===== src/rtl/jk_cmd_sequencer.sv =====
// Command sequencer driving a JK flip-flop: buffers {op, repeat} commands in a FIFO,
// replays each on J/K for repeat+1 cycles, and checks Q/Q_NOT against a reference model.
module jk_cmd_sequencer #(
    parameter int DEPTH = 4,
    parameter int CNT_W = 4
) (
    input  logic             CLK,
    input  logic             RST_N,
    input  logic             CMD_VALID,
    output logic             CMD_READY,
    input  logic [1:0]       CMD_OP,
    input  logic [CNT_W-1:0] CMD_REPEAT,
    output logic             J,
    output logic             K,
    input  logic             Q_FB,
    input  logic             Q_NOT_FB,
    input  logic             CLR_ERR,
    output logic             BUSY,
    output logic             EXP_Q,
    output logic             EXP_VALID,
    output logic             MISMATCH
);

    localparam int AW = $clog2(DEPTH);

    typedef enum logic {
        IDLE  = 1'b0,
        ISSUE = 1'b1
    } state_t;

    logic [CNT_W+1:0] mem [DEPTH];
    logic [AW-1:0]    wr_ptr_reg;
    logic [AW-1:0]    rd_ptr_reg;
    logic [AW:0]      count_reg;

    state_t           state_reg;
    logic [CNT_W-1:0] cnt_reg;
    logic             j_reg;
    logic             k_reg;
    logic             exp_q_reg;
    logic             exp_valid_reg;
    logic             mismatch_reg;

    logic             push;
    logic             pop;
    logic             fifo_empty;
    logic [1:0]       head_op;
    logic [CNT_W-1:0] head_rep;
    logic             fb_error;

    assign fifo_empty = (count_reg == '0);
    assign CMD_READY  = (count_reg != (AW+1)'(DEPTH));
    assign push       = CMD_VALID & CMD_READY;
    // Pop whenever the FSM is about to need a new command, so back-to-back commands have no bubble.
    assign pop        = !fifo_empty && ((state_reg == IDLE) || (cnt_reg == '0));
    assign {head_op, head_rep} = mem[rd_ptr_reg];

    always_ff @(posedge CLK) begin
        if (push) begin
            mem[wr_ptr_reg] <= {CMD_OP, CMD_REPEAT};
        end
    end

    always_ff @(posedge CLK or negedge RST_N) begin
        if (!RST_N) begin
            wr_ptr_reg <= '0;
            rd_ptr_reg <= '0;
            count_reg  <= '0;
        end else begin
            if (push) begin
                wr_ptr_reg <= wr_ptr_reg + AW'(1);
            end
            if (pop) begin
                rd_ptr_reg <= rd_ptr_reg + AW'(1);
            end
            case ({push, pop})
                2'b10:   count_reg <= count_reg + (AW+1)'(1);
                2'b01:   count_reg <= count_reg - (AW+1)'(1);
                default: count_reg <= count_reg;
            endcase
        end
    end

    always_ff @(posedge CLK or negedge RST_N) begin
        if (!RST_N) begin
            state_reg <= IDLE;
            cnt_reg   <= '0;
            j_reg     <= 1'b0;
            k_reg     <= 1'b0;
        end else begin
            if ((state_reg == ISSUE) && (cnt_reg != '0)) begin
                cnt_reg <= cnt_reg - CNT_W'(1);
            end else if (pop) begin
                {j_reg, k_reg} <= head_op;
                cnt_reg        <= head_rep;
                state_reg      <= ISSUE;
            end else begin
                {j_reg, k_reg} <= 2'b00;
                state_reg      <= IDLE;
            end
        end
    end

    // Feedback is only meaningful once a SET or RESET has forced the flop to a known value.
    assign fb_error = exp_valid_reg && ((Q_FB != exp_q_reg) || (Q_NOT_FB == Q_FB));

    always_ff @(posedge CLK or negedge RST_N) begin
        if (!RST_N) begin
            exp_q_reg     <= 1'b0;
            exp_valid_reg <= 1'b0;
            mismatch_reg  <= 1'b0;
        end else begin
            case ({j_reg, k_reg})
                2'b01: begin
                    exp_q_reg     <= 1'b0;
                    exp_valid_reg <= 1'b1;
                end
                2'b10: begin
                    exp_q_reg     <= 1'b1;
                    exp_valid_reg <= 1'b1;
                end
                2'b11:   exp_q_reg <= ~exp_q_reg;
                default: exp_q_reg <= exp_q_reg;
            endcase
            if (fb_error) begin
                mismatch_reg <= 1'b1;
            end else if (CLR_ERR) begin
                mismatch_reg <= 1'b0;
            end
        end
    end

    assign J         = j_reg;
    assign K         = k_reg;
    assign BUSY      = (state_reg == ISSUE) || !fifo_empty;
    assign EXP_Q     = exp_q_reg;
    assign EXP_VALID = exp_valid_reg;
    assign MISMATCH  = mismatch_reg;

endmodule

===== config.mk =====
export PLATFORM = sky130hd
export DESIGN_NAME = jk_cmd_sequencer
export DESIGN_NICKNAME = d
export VERILOG_FILES = /design/src/rtl/jk_cmd_sequencer.sv
export SDC_FILE = /design/constraint.sdc
export NUM_CORES = 1
export LEC_CHECK = 0
export BUFFER_PORTS_ARGS = -buffer_cell sky130_fd_sc_hd__clkbuf_2
export CAP_MARGIN = 5
export CORE_ASPECT_RATIO = 1.75
export CORE_UTILIZATION = 61
export CTS_BUF_LIST = sky130_fd_sc_hd__clkbuf_8
export CTS_CLUSTER_DIAMETER = 30
export DETAILED_ROUTE_END_ITERATION = 6
export PLACE_DENSITY = 0.84
export SLEW_MARGIN = 20
export SYNTH_ARGS = -nofsm -noshare
export SYNTH_HDL_FRONTEND = slang
export SYNTH_SLANG_ARGS = --single-unit
export TNS_END_PERCENT = 20

===== constraint.sdc =====
create_clock -name CLK -period 3.7 [get_ports CLK]
set_input_delay 0.37 -clock CLK [delete_from_list [all_inputs] [get_ports CLK]]
set_output_delay 0.37 -clock CLK [all_outputs]
set_load 0.05 [all_outputs]

Word-level counts from Yosys, hierarchy flattened
Memories as Yosys holds them, arrays and structs flattened.
Cells that the tools add are included.
{"block": "totals", "out_inout_bits": 7, "in_bits": 12, "elab_cells": 53, "register_bits": 17, "memories": 1, "ramBits": 24}
{"block": "classes", "addsub": 5, "muxes": 11, "n_bitwise": 3, "reduce_logical": 15, "n_eq_ne": 8}
{"memory": "mem", "words": 4, "word_bits": 6, "read_ports": 1, "rd_ports_with_merged_regs": 0, "write_ports": 1, "line": "31", "source": "logic [CNT_W+1:0] mem [DEPTH];"}
{"op": "4-bit two-way mux", "count": 2}
{"op": "1-bit two-way mux", "count": 7}
{"op": "2-bit equality test (second input constant)", "count": 3}
{"op": "3-bit case mux with 2 select lines", "count": 1}
{"op": "2-bit nonzero test", "count": 3}
{"op": "2-bit by 1-bit adder with 2-bit output (second input constant)", "count": 2}
{"op": "2-bit by 1-bit equality test with 1-bit output (second input constant)", "count": 2}
{"op": "4-bit zero test", "count": 1}
{"op": "4-bit nonzero test", "count": 1}
{"op": "4-bit by 1-bit subtractor with 4-bit output (second input constant)", "count": 1}
{"op": "3-bit by 1-bit adder with 3-bit output (second input constant)", "count": 1}
{"op": "1-bit logical AND", "count": 3}
{"op": "3-bit zero test", "count": 1}
{"op": "1-bit logical OR", "count": 3}
{"op": "3-bit inequality test (second input constant)", "count": 1}
{"op": "1-bit case mux with 3 select lines", "count": 1}
{"op": "3-bit nonzero test", "count": 1}
{"op": "3-bit by 1-bit subtractor with 3-bit output (second input constant)", "count": 1}
{"op": "1-bit NOT", "count": 2}
{"op": "2-bit OR reduction", "count": 1}
{"op": "1-bit AND", "count": 1}
{"op": "1-bit equality test", "count": 1}
{"op": "1-bit zero test", "count": 1}
{"op": "1-bit inequality test", "count": 1}

Longest topological paths before layout
Gate-level depths: netlist of the first run.
{"block": "logic_depth", "depth_word": 5, "ltp_mapped": 9, "mapped_depth_nobuf": 9}

Worst setup path after synthesis of the first run
Ideal clock, no wire load.
{"block": "synth_timing", "path_kind": "flip-flop to flip-flop", "from": "register cnt_reg[0]", "to": "register count_reg[1]", "required_ps": 3575, "setup_time_ps": 125, "arrival_ps": 2153, "setup_slack_ps": 1422, "period_less_slack_ps": 2278, "path_stages_with_launch": 8, "n_path_buf": 0, "path_cell_list": "dfrtp_1 inv_1 ha_1 or3b_1 a21oi_2 ha_1 fa_1 mux2_2"}
{"block": "synth_via", "elab_chain_len": 5, "elab_cells_between_ends": 7, "classes_between": "2 x eq/ne; 1 x mux; 4 x reduce/logical"}
{"element": "start, declared", "line": "37", "source": "logic [CNT_W-1:0] cnt_reg;"}
{"element": "start signal, assigned", "line": "92", "source": "cnt_reg <= cnt_reg - CNT_W'(1);"}
{"element": "start signal, assigned", "line": "95", "source": "cnt_reg <= head_rep;"}
{"element": "4-bit zero test *", "line": "55", "source": "assign pop = !fifo_empty && ((state_reg == IDLE) || (cnt_reg == '0));"}
{"element": "1-bit logical OR *", "line": "55"}
{"element": "1-bit logical AND *", "line": "55"}
{"element": "named net pop", "line": "45", "source": "logic pop;"}
{"element": "2-bit by 1-bit equality test with 1-bit output or 2-bit equality test (tied branches)", "line": "76", "source": "case ({push, pop})"}
{"element": "3-bit case mux with 2 select lines or 2-bit nonzero test (tied branches)"}
{"element": "end signal, assigned", "line": "77", "source": "2'b10: count_reg <= count_reg + (AW+1)'(1);"}
{"element": "end signal, assigned", "line": "78", "source": "2'b01: count_reg <= count_reg - (AW+1)'(1);"}
{"element": "end signal, assigned", "line": "79", "source": "default: count_reg <= count_reg;"}
{"element": "end, declared", "line": "34", "source": "logic [AW:0] count_reg;"}
The timed path passes the listed nets; every way through them passes the cells marked *.
A chain may end at the register's enable or synchronous reset.

Worst setup path after layout of the first run
Same ends and word-level chain as after synthesis.

==> results.toml, run 1 <==
[yosys]
ys_top_cells_by_area = "edfxtp_1 (39%), dfrtp_1 (23%), mux4_2 (7.3%)"
synth_fa_ha_area_share_pct = 7.18
synth_cells = 123
syn-num-nets = 145
yosysWarningCount = 0
ys_seq_area_share_pct = 62.0
synth-edff-count = 24
ys_types = 40
async_flop_share_pct = 41.5
synth-seq-cells = 41
syn_avg_cell_area_um2 = 15.0
synthFlopType = "edfxtp_1"
synth_xor_area_share_pct = 2.84
synth-compound-area-share_pct = 8.19
syn_area_mm2 = 0.00185
yosys.area.top_type = "edfxtp_1"
synth_top_cell_area_share_pct = 39.0
synth.mux.area_fraction_pct = 8.73
yosysMostFrequentCell = "edfxtp_1"
synth_top_family_by_area = "multiplexers"
synth-simple-area-share_pct = 7.52
synth_common_cells = "edfxtp_1 (24), dfrtp_1 (17), inv_1 (12)"

[clock_tree]
insertion_delay_ps = 280
clkTransAtPathRegs_ps = 70
cts_hold_buf = 0
cts.sinks = 41
cts_tree = "built"
clockBufferDepth = 2
post-cts-setup-buffers = 0
tritoncts.num_buffers = 5
htree_levels = 2
cts_resized = 0
clockRootBuffer = "clkbuf_8"

[global_route]
grt_pass1_wl_um = 5090
grt_max_degree = 18
overflow = 0
grt_use_total_pct = 22.5
first_global_vias = 1095
antenna_found_initial = 0

[floorplanning]
core.rowCount = 26
core_mm2 = 0.00290
die_area_mm2 = 0.00326
start_util_pct = 63.8
boundaryPins = 19
die_x_um = 43.6
die_h_um = 74.8

[timing]
slew_headroom_pct = 62.9
fin_tns_setup_ps = 0
fin_crit_sh_pct = 68.8
hold_viol = 0
setup_viol = 0
finalCriticalPeriod_ps = 2550
worst_slew_pin_slew_ps = 552
hold_slack_ps = 3.86
rsz0062_at_grt = "no"
fin_worst_skew_ps = 2.22
drv_slew = 0
fmax_mhz = 393

[detailed_routing]
wl_per_cell_um = 17.4
vias = 1055
drt_iter0_drc = 35
viasPerCell = 6.10
drcViolationCount = 2
firstDrtPassIters = 6
ant_nets = 0
wirelength_um = 3010

[layout]
fin_nets = 166
area_growth_pct = 10.0
drive_above_1_share_pct = 28.3
largest_reg_flops = 24
final_cells = 173
antenna_cells = 0

[setup_path]
critPathKind = "reg -> reg"
timing.rr.start = "cnt_reg[0]$_DFFE_PN0P_"
required_ps = 3870
critPathLaunch = "cnt_reg[0]$_DFFE_PN0P_"
worstReg2RegEnd = "count_reg[1]$_DFFE_PN0P_"
reg2reg_depth = 7
start_kind = "register"
reg2reg_slack_ps = 1150
critPathMaxFanout = 5
arrival_ps = 2720
end_kind = "register"

[pwr]
p_leak_nw = 0.840
p_per_area_mw_per_mm2 = 797
power.total_mw = 1.62
ir_worst_vdd_v = 0.000466

[place]
gp_congestion = 0.796
port_buffers = 18
place_hpwl_um = 2330
dpl.cell_count = 165

[run]
maxCapViolCount = 0

[worst_hold_path]
hp-class = "in -> async"

[run_status]
outcome = "finished, violations left"
violations = "design-rule violations"
cell type report:
cell class              instances  area, um2
fillers                       196        862
inverters                      12       45.0
clock buffers                   5       68.8
repair buffers                 18       90.1
multi-input cells              66        637
well taps                      28       35.0
flip-flops and latches         41       1150
clock inverters                 3       11.3
routing by layer:
layer | part of all wire, % | wire (um) | track usage [%] | up-vias
li1 | - | - | - | 500
met1 | 38 | 1130 | 25.2 | 519
met2 | 57 | 1710 | 39.1 | 25
met3 | 3.4 | 102 | 5.76 | 11
met4 | 2.5 | 74 | 11.1 | 0
met5 | 0 | 0 | 0 | -
cells in the final DEF, fill, tap and decap left out, types with 2 or more instances in the layout:
cell type	count
edfxtp_1	24
clkbuf_2	18
dfrtp_1	17
inv_1	14
ha_1	9
mux4_2	6
clkbuf_8	5
and3_2	4
xnor2_1	4
nand2_1	4
o211ai_1	3
o21ai_0	3
a22oi_1	3
nor2_1	2
xor2_1	2
a22o_1	2
a21oi_1	2
how the worst max path moves through the flow:
stage                               end  slack (ps)  depth (start not counted)
2_1_floorplan  count_reg[1]$_DFFE_PN0P_        1420                          7
3_5_place_dp   count_reg[1]$_DFFE_PN0P_        1170                          7
5_1_grt        count_reg[1]$_DFFE_PN0P_        1030                          7
6_report       count_reg[1]$_DFFE_PN0P_        1150                          7
3_3_place_gp   count_reg[1]$_DFFE_PN0P_        1300                          7
4_1_cts        count_reg[1]$_DFFE_PN0P_        1160                          7
stage by stage:
| stage | worst slack (ps) | util (%) | cell area, um2 |
|---|---|---|---|
| 4_1_cts | 1160 | 70.2 | 2030 |
| 5_1_grt | 1030 | 70.2 | 2030 |
| 6_report | 1150 | 70.2 | 2030 |
| 3_5_place_dp | 1170 | 67.5 | 1950 |
| 2_1_floorplan | 1420 | - | 1850 |
| 3_3_place_gp | 1300 | 67.5 | 1950 |
report_power, final:
part           total, mW  leakage, nW  switching (mW)  internal, mW
clock network      0.259       0.0482           0.134         0.125
registers          0.769        0.414           0.140         0.629
logic              0.593        0.378           0.314         0.278
cell families after synthesis:
| family | after synthesis |
|---|---|
| buf+inv | 16 |
| flops | 41 |
| simple gates | 22 |
| fa+ha+maj | 10 |
| mux | 8 |
| compound gates | 20 |
| xor+xnor | 6 |
worst max-delay path: stages, from the launching register on:
cell and delay [ps]:
dfrtp_1 430, inv_1 80, ha_1 210, or3b_1 460, a21oi_2 300, ha_1 260, fa_1 430, mux2_2 270
No activity file was read; power rests on OpenSTA's default activity.
==> inputs of run 2 (changes only) <==
--- a/config.mk
+++ b/config.mk
@@ -5,14 +5,15 @@
 export SDC_FILE = /design/constraint.sdc
 export NUM_CORES = 1
 export LEC_CHECK = 0
+export ABC_AREA = 1
 export BUFFER_PORTS_ARGS = -buffer_cell sky130_fd_sc_hd__clkbuf_2
 export CAP_MARGIN = 5
 export CORE_ASPECT_RATIO = 1.75
-export CORE_UTILIZATION = 61
+export CORE_UTILIZATION = 60
 export CTS_BUF_LIST = sky130_fd_sc_hd__clkbuf_8
 export CTS_CLUSTER_DIAMETER = 30
 export DETAILED_ROUTE_END_ITERATION = 6
-export PLACE_DENSITY = 0.84
+export PLACE_DENSITY = 0.83
 export SLEW_MARGIN = 20
 export SYNTH_ARGS = -nofsm -noshare
 export SYNTH_HDL_FRONTEND = slang
==> constraint.sdc (replaced) <==
create_clock -name CLK -period 2.65 [get_ports CLK]
set_input_delay 0.265 -clock CLK [delete_from_list [all_inputs] [get_ports CLK]]
set_output_delay 0.265 -clock CLK [all_outputs]
set_load 0.05 [all_outputs]
==> results.toml, run 2 <==
[layout]
final_cell_mix = "nand2_1 (31), inv_1 (24), edfxtp_1 (24), nor2_1 (23), clkbuf_2 (18)"
final_util_pct = 71.6
final_common_cell = "nand2_1"
antenna_cells = 0
area_growth_pct = 11.7
drive_above_1_share_pct = 17.1
largest_reg_flops = 24
fin_nets = 226

[place]
place_hpwl_um = 2420
port_buffers = 18
gp_congestion = 0.847

[timing]
setup_viol = 0
slew_headroom_pct = 61.3
fmax_mhz = 449
fin_tns_setup_ps = 0
fin_worst_skew_ps = 13.6
hold_slack_ps = 174
drv_slew = 0
finalCriticalPeriod_ps = 2230
fin_crit_sh_pct = 84.0
hold_viol = 0
worst_slew_pin_slew_ps = 578
rsz0062_at_grt = "no"

[setup_path]
end_kind = "register"
critPathKind = "reg -> reg"
critPathMaxFanout = 11
start_kind = "register"
required_ps = 2820
crit_slowest_cell = "fa_1"
cp_cell_sequence = "inv_1, ha_1, nand2_1, nand2_2, nand2_2, inv_2, ha_1, fa_1, a21oi_1, o21ai_0, xnor2_1"
slowest_delay_ps = 380
arrival_ps = 2400

[detailed_routing]
wl_per_cell_um = 13.1
viasPerCell = 5.22
ant_nets = 0
vias = 1290
firstDrtPassIters = 6
drt_iter0_drc = 38
drcViolationCount = 0
wirelength_um = 3240

[yosys]
synthFlopType = "edfxtp_1"
synth.mux.area_fraction_pct = 0.594
ys_top_cells_by_area = "edfxtp_1 (38%), dfrtp_1 (22%), nand2_1 (6.1%)"
synth_common_cells = "nand2_1 (31), edfxtp_1 (24), nor2_1 (23)"
syn_area_mm2 = 0.00190
synth_fa_ha_area_share_pct = 6.99
yosys.area.top_type = "edfxtp_1"
syn-num-nets = 203
ys_seq_area_share_pct = 60.4
syn_avg_cell_area_um2 = 10.5
synth_xor_area_share_pct = 1.85
synth-edff-count = 24
synth-compound-area-share_pct = 6.66
synth-simple-area-share_pct = 17.4
yosysWarningCount = 0
ys_types = 27
synth_top_cell_area_share_pct = 38.0
async_flop_share_pct = 41.5
yosysMostFrequentCell = "nand2_1"
synth_top_family_by_area = "simple AND/OR/NAND/NOR gates"
synth_cells = 181
synth-seq-cells = 41

[global_route]
first_global_vias = 1309
grt_max_degree = 18
grt_use_total_pct = 21.9
overflow = 0
grt_pass1_wl_um = 5370
antenna_found_initial = 0

[clock_tree]
clkTransAtPathRegs_ps = 80
insertion_delay_ps = 290
clockRootBuffer = "clkbuf_8"
tritoncts.num_buffers = 5
cts.sinks = 41
htree_levels = 2
cts_tree = "built"
clockBufferDepth = 2
post-cts-setup-buffers = 0

[pwr]
p_leak_nw = 0.966
ir_worst_vdd_v = 0.000735
p_per_area_mw_per_mm2 = 1120

[floorplanning]
die_h_um = 76.4
start_util_pct = 64.1
die_area_mm2 = 0.00340
boundaryPins = 19
core.rowCount = 26
core_mm2 = 0.00296
die_x_um = 44.5

[run]
maxCapViolCount = 0

[run_status]
outcome = "completed"

[worst_hold_path]
hp-class = "in -> reg"
[run 2: power by group]
group	total (mW)	internal [mW]	switching [mW]	leakage (nW)
Sequential	1.04	0.878	0.165	0.414
Clock	0.395	0.204	0.191	0.0538
Combinational	0.928	0.322	0.606	0.499
Total	2.37	1.41	0.962	0.966
[run 2: final timing paths]
kind                                              from  slack, ps  cells after the start                        to
worst max-delay path            cnt_reg[0]$_DFFE_PN0P_        420                     11  count_reg[2]$_DFFE_PN0P_
worst min register to register   EXP_VALID$_DFFE_PN0P_        510                      1     EXP_VALID$_DFFE_PN0P_
worst min-delay path                           CLR_ERR        170                      2      MISMATCH$_DFFE_PN0P_
min in group asynchronous                        RST_N        440                      2         EXP_Q$_DFFE_PN0P_
max in group asynchronous                        RST_N       1910                      2             J$_DFFE_PN0N_
worst max register to register  cnt_reg[0]$_DFFE_PN0P_        420                     11  count_reg[2]$_DFFE_PN0P_
[run 2: cells by family after synthesis]
logic type,after synthesis
simple gates,73
flops,41
buf+inv,28
compound gates,24
fa+ha+maj,10
xor+xnor,4
mux,1
[run 2: per-stage QoR]
step	cells	cell area [um2]	power [mW]	setup WS (ps)
finish	247	2120	2.37	423
global route	247	2120	2.56	316
CTS	247	2120	2.38	429
detailed placement	238	2020	1.98	449
global placement	238	2020	1.92	540
floorplan	181	1900	1.77	477
[run 2: area by class of cell]
cell class | count | area, um2
multi-input combinational | 112 | 636
inverter | 25 | 93.8
sequential | 41 | 1150
clock inverter | 2 | 7.51
tap | 42 | 52.6
clock buffer | 6 | 82.6
timing repair buffer | 19 | 100
fill | 208 | 842
[run 2: critical path: cells and delay by family, from the launching register on]
family | cells | cell delay (ps)
fa+ha+maj | 3 | 800
simple gates | 3 | 430
flops | 1 | 350
compound gates | 2 | 230
buf+inv | 2 | 150
xor+xnor | 1 | 140
[run 2: routing by layer]
| layer | global-route usage, % | wire length (um) | part of all wire (%) |
|---|---|---|---|
| met5 | 0 | 0 | 0 |
| met4 | 10.3 | 86 | 2.7 |
| met3 | 6.16 | 144 | 4.4 |
| met2 | 40.1 | 1820 | 56 |
| met1 | 20.7 | 1190 | 37 |
[run 2: timing repair]
action                                 4_1_cts  5_1_grt
gates resized for setup                      0        0
setup endpoints to repair                    0        0
hold buffers                                 1        0
endpoints found under the hold margin       17        0
==> inputs of run 3 (changes only) <==
--- a/config.mk
+++ b/config.mk
@@ -9,11 +9,11 @@
 export BUFFER_PORTS_ARGS = -buffer_cell sky130_fd_sc_hd__clkbuf_2
 export CAP_MARGIN = 5
 export CORE_ASPECT_RATIO = 1.75
-export CORE_UTILIZATION = 60
+export CORE_UTILIZATION = 54
 export CTS_BUF_LIST = sky130_fd_sc_hd__clkbuf_8
 export CTS_CLUSTER_DIAMETER = 30
 export DETAILED_ROUTE_END_ITERATION = 6
-export PLACE_DENSITY = 0.83
+export PLACE_DENSITY = 0.79
 export SLEW_MARGIN = 20
 export SYNTH_ARGS = -nofsm -noshare
 export SYNTH_HDL_FRONTEND = slang
==> constraint.sdc (replaced) <==
create_clock -name CLK -period 2.02 [get_ports CLK]
set_input_delay 0.202 -clock CLK [delete_from_list [all_inputs] [get_ports CLK]]
set_output_delay 0.202 -clock CLK [all_outputs]
set_load 0.05 [all_outputs]
==> results.toml, run 3 (synthesis gave the netlist of run 2 again) <==
[detailed_routing]
ant_nets = 0
vias = 1280
wl_per_cell_um = 12.5
viasPerCell = 5.00
wirelength_um = 3210
drcViolationCount = 0
drt_iter0_drc = 26
firstDrtPassIters = 4

[pwr]
power.total_mw = 3.32
p_per_area_mw_per_mm2 = 1510
p_leak_nw = 0.998
ir_worst_vdd_v = 0.000992

[layout]
area_growth_pct = 16.3
final_common_cell = "nand2_1"
final_cells = 256
fin_nets = 232
final_util_pct = 65.6
drive_above_1_share_pct = 22.3
largest_reg_flops = 24
final_cell_mix = "nand2_1 (29), edfxtp_1 (24), nor2_1 (23), inv_1 (22), clkbuf_2 (18)"
antenna_cells = 0

[worst_hold_path]
min_delay_path_depth = 2
hp-class = "in -> reg"

[clock_tree]
clockRootBuffer = "clkbuf_8"
cts_tree = "built"
clockBufferDepth = 2
htree_levels = 2
tritoncts.num_buffers = 5
post-cts-setup-buffers = 0
clkTransAtPathRegs_ps = 80
insertion_delay_ps = 300
cts.sinks = 41

[place]
port_buffers = 18
gp_congestion = 0.803
pre_cts_slack_ps = -31.5
place_hpwl_um = 2410
dpl.cell_count = 247

[setup_path]
critPathKind = "reg -> reg"
crit_slowest_cell = "fa_2"
critPathMaxFanout = 5
required_ps = 2210
slowest_delay_ps = 430
start_kind = "register"
worst-path-stages = 9
cp_cell_sequence = "inv_2, ha_2, nand2_2, nand2_2, nand2_2, inv_2, ha_4, fa_2, mux2_2"
cp_top_family = "adder cells"
end_kind = "register"
cp_common_cell = "nand2_2"
critPathBufInv = 2
arrival_ps = 2140
reg2reg_depth = 9

[floorplanning]
core.rowCount = 28
die_h_um = 80.4
core_mm2 = 0.00336
start_util_pct = 56.4
die_x_um = 46.8
boundaryPins = 19
die_area_mm2 = 0.00376

[timing]
fin_worst_skew_ps = 11.3
fin_ws_ps = 66.5
fin_crit_sh_pct = 96.7
fin_tns_setup_ps = 0
drv_slew = 0
slew_headroom_pct = 70.7
hold_viol = 0
worst_slew_pin_slew_ps = 439
fmax_mhz = 512
rsz0062_at_grt = "no"
setup_viol = 0
finalCriticalPeriod_ps = 1950

[run]
maxCapViolCount = 0

[global_route]
grt_max_degree = 18
grt_use_total_pct = 20.4
overflow = 0
antenna_found_initial = 0
grt_pass1_wl_um = 5320
first_global_vias = 1245

[run_status]
outcome = "completed"
run 3: layout make-up:
type | instances | area (um2)
Fill cell | 284 | 1160
Sequential cell | 41 | 1150
Multi-Input combinational cell | 112 | 658
Timing Repair Buffer | 25 | 145
Inverter | 25 | 93.8
Clock buffer | 5 | 68.8
Tap cell | 45 | 56.3
Clock inverter | 3 | 37.5
run 3: final timing paths:
check,endpoint,slack [ps],start
worst max-delay path,count_reg[1]$_DFFE_PN0P_,70,cnt_reg[0]$_DFFE_PN0P_
worst min-delay path,MISMATCH$_DFFE_PN0P_,100,CLR_ERR
worst max register to register,count_reg[1]$_DFFE_PN0P_,70,cnt_reg[0]$_DFFE_PN0P_
worst min register to register,EXP_VALID$_DFFE_PN0P_,530,EXP_VALID$_DFFE_PN0P_
max in group asynchronous,wr_ptr_reg[1]$_DFFE_PN0P_,1320,RST_N
min in group asynchronous,EXP_VALID$_DFFE_PN0P_,380,RST_N
run 3: routing by layer:
| layer | part of all wire, % | track usage, % | vias up |
|---|---|---|---|
| li1 | - | - | 648 |
| met1 | 39 | 20.8 | 600 |
| met2 | 56 | 37.1 | 25 |
| met3 | 2.6 | 3.37 | 7 |
| met4 | 2.1 | 10.3 | 0 |
| met5 | 0 | 0 | - |
run 3: what timing repair did:
action | in CTS | in global routing
gates resized for setup | 2 | 5
pin swaps | 0 | 0
setup endpoints to repair | 2 | 2
hold endpoints to repair | 17 | 0
hold buffers | 1 | 0
run 3: report_power, final:
part | leakage, nW | total, mW | internal [mW] | switching (mW)
sequential | 0.414 | 1.36 | 1.15 | 0.215
combinational | 0.527 | 1.33 | 0.505 | 0.823
clock | 0.0570 | 0.630 | 0.360 | 0.270
total | 0.998 | 3.32 | 2.01 | 1.31
run 3: metrics by stage:
step / hold slack, ps / instance area, um2
2_1_floorplan: -93.6 / 1900
3_3_place_gp: 148 / 2070
5_1_grt: 100 / 2210
3_5_place_dp: 169 / 2070
6_report: 98.3 / 2210
4_1_cts: 82.0 / 2190
